**src/rtl/comparator.sv**
```systemverilog
// Registered magnitude comparator for the ALU status path.
// Compares operand IN against a loadable reference register and
// produces one-hot lt/gt/eq flags one cycle after an enabled compare.
// All three flags read zero after reset until the first enabled compare.
module comparator #(
  parameter int               WIDTH     = 16,
  parameter logic [WIDTH-1:0] REF_RESET = '0
) (
  input  logic             clk,
  input  logic             rst,
  input  logic [WIDTH-1:0] IN,
  input  logic             en,
  input  logic             signed_mode,
  input  logic             ref_load,
  input  logic [WIDTH-1:0] ref_in,
  output logic             lt,
  output logic             gt,
  output logic             eq
);

  // Reference value currently in effect for compares.
  logic [WIDTH-1:0] ref_q;

  // Combinational compare results; they only become visible once registered.
  logic cmp_lt;
  logic cmp_gt;
  logic cmp_eq;

  // Flag registers that drive the outputs directly.
  logic lt_q;
  logic gt_q;
  logic eq_q;

  // Compare IN against the held reference; equality does not depend on the
  // sign interpretation, and gt is whatever is neither lt nor eq so the
  // result is one-hot by construction.
  always_comb begin
    cmp_lt = 1'b0;
    cmp_eq = (IN == ref_q);
    if (signed_mode) begin
      cmp_lt = ($signed(IN) < $signed(ref_q));
    end else begin
      cmp_lt = (IN < ref_q);
    end
    cmp_gt = !cmp_lt && !cmp_eq;
  end

  // Reference register: a load takes effect from the following edge, so a
  // compare on the same edge still sees the old value held in ref_q.
  always_ff @(posedge clk) begin
    if (rst) begin
      ref_q <= REF_RESET;
    end else if (ref_load) begin
      ref_q <= ref_in;
    end
  end

  // Flag registers: cleared to the "no result" state on reset, updated only
  // on enabled edges, held otherwise.
  always_ff @(posedge clk) begin
    if (rst) begin
      lt_q <= 1'b0;
      gt_q <= 1'b0;
      eq_q <= 1'b0;
    end else if (en) begin
      lt_q <= cmp_lt;
      gt_q <= cmp_gt;
      eq_q <= cmp_eq;
    end
  end

  assign lt = lt_q;
  assign gt = gt_q;
  assign eq = eq_q;

endmodule

```
**config.mk**
```make
export PLATFORM = sky130hd
export DESIGN_NAME = comparator
export DESIGN_NICKNAME = d
export VERILOG_FILES = /design/src/rtl/comparator.sv
export SDC_FILE = /design/constraint.sdc
export NUM_CORES = 1
export LEC_CHECK = 0
export CAP_MARGIN = 40
export CORE_UTILIZATION = 44
export CTS_CLUSTER_DIAMETER = 50
export DETAILED_ROUTE_END_ITERATION = 7
export GPL_ROUTABILITY_DRIVEN = 0
export GPL_TIMING_DRIVEN = 0
export PLACE_DENSITY = 0.79
export SYNTH_ARGS = -nofsm -noshare
export SYNTH_HDL_FRONTEND = slang
export SYNTH_SLANG_ARGS = --single-unit
```
**constraint.sdc**
```tcl
create_clock -name clk -period 2.55 [get_ports clk]
set_input_delay 0.3825 -clock clk [delete_from_list [all_inputs] [get_ports clk]]
set_output_delay 0.3825 -clock clk [all_outputs]
set_load 0.05 [all_outputs]
```
# ---- Word level (Yosys, flattened, before mapping)
# Cells that the tools add are included.
dict set report word_totals {
  latchBits 0
  mem_bits_rw 0
  mem_count 0
  elab_cells 11
  register_bits 19
  rom_bits 0
  output_inout_bits 3
}
dict set report classes {
  div_mod_pow 0
  reduce_logical 3
  eq_ne 1
  shifts 0
  order_cmp 2
  addsub 0
  bitwise 0
  multipliers 0
  n_mux 1
}
# cell count
set op_table {}
lappend op_table {{$lt 16x16->1} 2}
lappend op_table {{$eq 16x16->1} 1}
lappend op_table {{$logic_not 1->1} 2}
lappend op_table {{$logic_and 1x1->1} 1}
lappend op_table {{$mux 1} 1}

# ---- Logic depth before layout (Yosys ltp)
dict set report logic_depth {
  word_depth 4
  ltp_mapped 7
}

# ---- Worst setup path after synthesis
# No wires, ideal clock.
dict set report synth_timing {
  path_type {input -> register}
  from {input port IN[15]}
  to {register lt_q (netlist: lt)}
  stages 6
  slack_ns 0.654
  t_required_ns 2.459
  n_path_buf 0
  arrival_ns 1.805
  path_cell_list {ha_1 -> nand4_2 -> nor4_4 -> o21ai_2 -> a211o_1 -> a311oi_1}
}
dict set report synth_via {
  elab_chain_len 2
  word_cells_on_any_way 3
  cone_classes {order compare: 2; mux: 1}
}
# element line
set synth_rtl {}
lappend synth_rtl {{from (decl)} 11} ;# input logic [WIDTH-1:0] IN,
lappend synth_rtl {{$lt 16x16->1, on equally long branches} {43, 41}}
lappend synth_rtl {{$mux 1 (*)} 40} ;# if (signed_mode) begin
lappend synth_rtl {{to (signal assigned)} 66} ;# lt_q <= cmp_lt;
lappend synth_rtl {{to (decl)} 30} ;# logic lt_q;
# Every way passes the cells marked *; elsewhere a longest branch is shown, timed or not.
# A chain may end at the register's enable or synchronous reset.

# ---- Final worst setup path
# Same ends and word-level chain as after synthesis.

==> flow_summary.json <==
{
  "cp_max_fo": 4,
  "layout.nets": 224,
  "dieArea_um2": 2757,
  "reg2reg_to": "lt$_SDFFE_PP0P_",
  "syn-num-nets": 181,
  "final_util_pct": 68.08,
  "ant_nets": 0,
  "min_path_type": "reg2reg",
  "cts_tree": "yes",
  "clockBufferDepth": 2,
  "syn2layout_area_growth_pct": 39.35,
  "end_kind": "flop",
  "pre_cts_ws_ns": 0.05573,
  "hpwl_um": 1948,
  "die_h_um": 52.51,
  "final_cells": 198,
  "fillers": 200,
  "cts_setup_buffers": 0,
  "core_um2": 2297,
  "yosysSeqAreaShare_pct": 33.89,
  "swShare_pct": 27.65,
  "grt_setup_unrepaired": "false",
  "grt_usage_pct": 19.72,
  "antenna_found_initial": 0,
  "num_rows": 17,
  "fin_crit_sh_pct": 85.32,
  "grt_pass1_vias": 965,
  "synthTopCellsByArea": "dfxtp_1 (34%), ha_1 (18%), mux2i_1 (14%)",
  "clkTransAtPathRegs_ns": 0.10,
  "finalWirelength_um": 2301,
  "ys_types": 24,
  "status": "finished clean",
  "p_sw_mw": 0.1820,
  "post_cts_resized": 0,
  "crit_end": "lt$_SDFFE_PP0P_",
  "relSlewSlack_pct": 66.22,
  "power_mw": 0.6583,
  "worstHoldPathCells": 2,
  "setup_viol": 0,
  "synth_top_area_cell": "dfxtp_1",
  "drt_iter0_drc": 3,
  "synthCells": 128,
  "r2r_slack_ns": 0.52,
  "combPwrFrac_pct": 27.9,
  "crit_arrival_ns": 2.39,
  "cp.required_ns": 2.77,
  "dr_total_vias": 972,
  "grt_pass1_wl_um": 3939,
  "r2r_start": "ref_q[15]$_SDFFE_PP0P_",
  "cp-start-kind": "primary input",
  "r2r_cells": 7,
  "grt_max_degree": 11,
  "clock_skew_ns": 0.001392,
  "dp_cells": 194,
  "cts_root_buf": "clkbuf_4",
  "p_per_area_nw_per_um2": 420.9,
  "diodes": 0,
  "slew_viol_final": 0,
  "power.leakage_nw": 0.7127,
  "synth_warnings": 0,
  "overflow": 0,
  "setup_total_negative_slack_ns": 0,
  "first_pass_iters": 4,
  "via_per_inst": 4.909,
  "avgSynthCellArea_um2": 8.768,
  "tightest_slew_ns": 0.5051,
  "syn-cell-area_um2": 1122,
  "numCtsBuffers": 3,
  "clk_latency_ns": 0.30,
  "max_freq_mhz": 459.6,
  "wire_per_inst_um": 11.62,
  "die_w_um": 52.51,
  "hold_violations": 0,
  "cts_hold_buffers": 0,
  "start_util_pct": 48.86,
  "drc": 0,
  "fin_crit_ns": 2.176,
  "setup_ws_ns": 0.3742,
  "port_buffers": 38,
  "synth_top_area_share_pct": 33.89,
  "layout-drive-gt1-share_pct": 4.706,
  "power_frac_seq_pct": 49.1,
  "p_int_mw": 0.4763,
  "htree_levels": 1,
  "path_class": "in2reg",
  "ys_ff_latch": 19,
  "critPathLaunch": "IN[15]",
  "cts_num_sinks": 19,
  "cap_violations": 0,
  "clkPwrFrac_pct": 23.0,
  "num_io_pins": 40,
  "ir_drop_mv": 0.3661
}
[worst max-delay path, stage by stage]
cell,delay [ns]
clkdlybuf4s50_1,0.42
ha_1,0.36
nand4_2,0.17
nor4_4,0.38
o21ai_2,0.10
a211o_1,0.32
a311oi_1,0.25
[cell usage after synthesis]
| cell type | number |
|---|---|
| o21ai_2 | 1 |
| nor4_4 | 1 |
| a311oi_1 | 1 |
| buf_2 | 1 |
| mux2i_1 | 16 |
| a21o_1 | 1 |
| a211o_1 | 1 |
| dfxtp_1 | 19 |
| buf_1 | 1 |
| nand4_2 | 2 |
| nor3b_1 | 1 |
| nand3_1 | 1 |
| clkbuf_1 | 2 |
| and3_1 | 1 |
| ha_1 | 16 |
| o211ai_1 | 1 |
| nand2_1 | 7 |
| a41o_1 | 1 |
| nand4b_1 | 1 |
| nand2b_1 | 1 |
| nor2_1 | 22 |
| inv_1 | 20 |
| a21oi_1 | 8 |
| o21ai_0 | 2 |
[kinds of logic (layout without fill, tap and decap cells)]
kind of cell | after synthesis | after routing | synth area share (%)
buf+inv | 24 | 66 | 8.138
mux | 16 | 16 | 14.27
compound gates | 16 | 16 | 9.031
simple gates | 37 | 37 | 16.83
fa+ha+maj | 16 | 16 | 17.84
flops | 19 | 19 | 33.89
[cell type report]
type / instances / area (um^2) / share of cell area [%]
Sequential cell: 19 / 380.4 / 24.32
Multi-Input combinational cell: 85 / 650.6 / 41.60
Tap cell: 28 / 35.03 / 2.240
Inverter: 20 / 75.07 / 4.800
Timing Repair Buffer: 38 / 380.4 / 24.32
Buffer: 4 / 16.27 / 1.040
Clock buffer: 4 / 26.28 / 1.680
[cell usage in the layout (no fill, tap or decap)]
| master | n |
|---|---|
| nand2b_1 | 1 |
| a21oi_1 | 8 |
| buf_2 | 1 |
| buf_1 | 1 |
| clkbuf_4 | 3 |
| mux2i_1 | 16 |
| inv_1 | 20 |
| nand3_1 | 1 |
| o211ai_1 | 1 |
| nand4_2 | 2 |
| a311oi_1 | 1 |
| clkdlybuf4s50_1 | 38 |
| a41o_1 | 1 |
| a21o_1 | 1 |
| nor2_1 | 22 |
| nand2_1 | 7 |
| ha_1 | 16 |
| and3_1 | 1 |
| dfxtp_1 | 19 |
| o21ai_2 | 1 |
| o21ai_0 | 2 |
| clkbuf_1 | 3 |
| nor3b_1 | 1 |
| nor4_4 | 1 |
| a211o_1 | 1 |
| nand4b_1 | 1 |
[metal layers]
| layer | routed length (um) | GRT usage, % |
|---|---|---|
| met5 | 0 | 0 |
| met4 | 13 | 3.947 |
| met3 | 137 | 6.667 |
| met2 | 1198 | 36.08 |
| met1 | 951 | 21.79 |
[power by group through the flow]
stage | logic (mW) | clock network (mW) | registers (mW)
detailed placement | 0.186 | 0 | 0.330
floorplan | 0.0930 | 0 | 0.338
global placement | 0.177 | 0 | 0.330
global route | 0.206 | 0.171 | 0.326
finish | 0.184 | 0.151 | 0.323
CTS | 0.186 | 0.158 | 0.324
[flip-flops by register name (all words and copies together) (netlist names)]
name,count
eq,1
gt,1
lt,1
ref_q,16
[worst min-delay path by stage]
stage,start,to
after floorplan,ref_q[10]$_SDFFE_PP0P_,ref_q[10]$_SDFFE_PP0P_
after global placement,ref_q[8]$_SDFFE_PP0P_,ref_q[8]$_SDFFE_PP0P_
after detailed placement,lt$_SDFFE_PP0P_,lt$_SDFFE_PP0P_
after CTS,lt$_SDFFE_PP0P_,lt$_SDFFE_PP0P_
after global routing,lt$_SDFFE_PP0P_,lt$_SDFFE_PP0P_
final,lt$_SDFFE_PP0P_,lt$_SDFFE_PP0P_
[through the flow]
stage / area (um^2) / hold slack, ns
floorplan: 1122 / 0.4604
global placement: 1538 / 0.4755
detailed placement: 1538 / 0.4822
CTS: 1564 / 0.4968
global route: 1564 / 0.5227
finish: 1564 / 0.4922
Note: power is estimated with default switching activity, not from simulation.
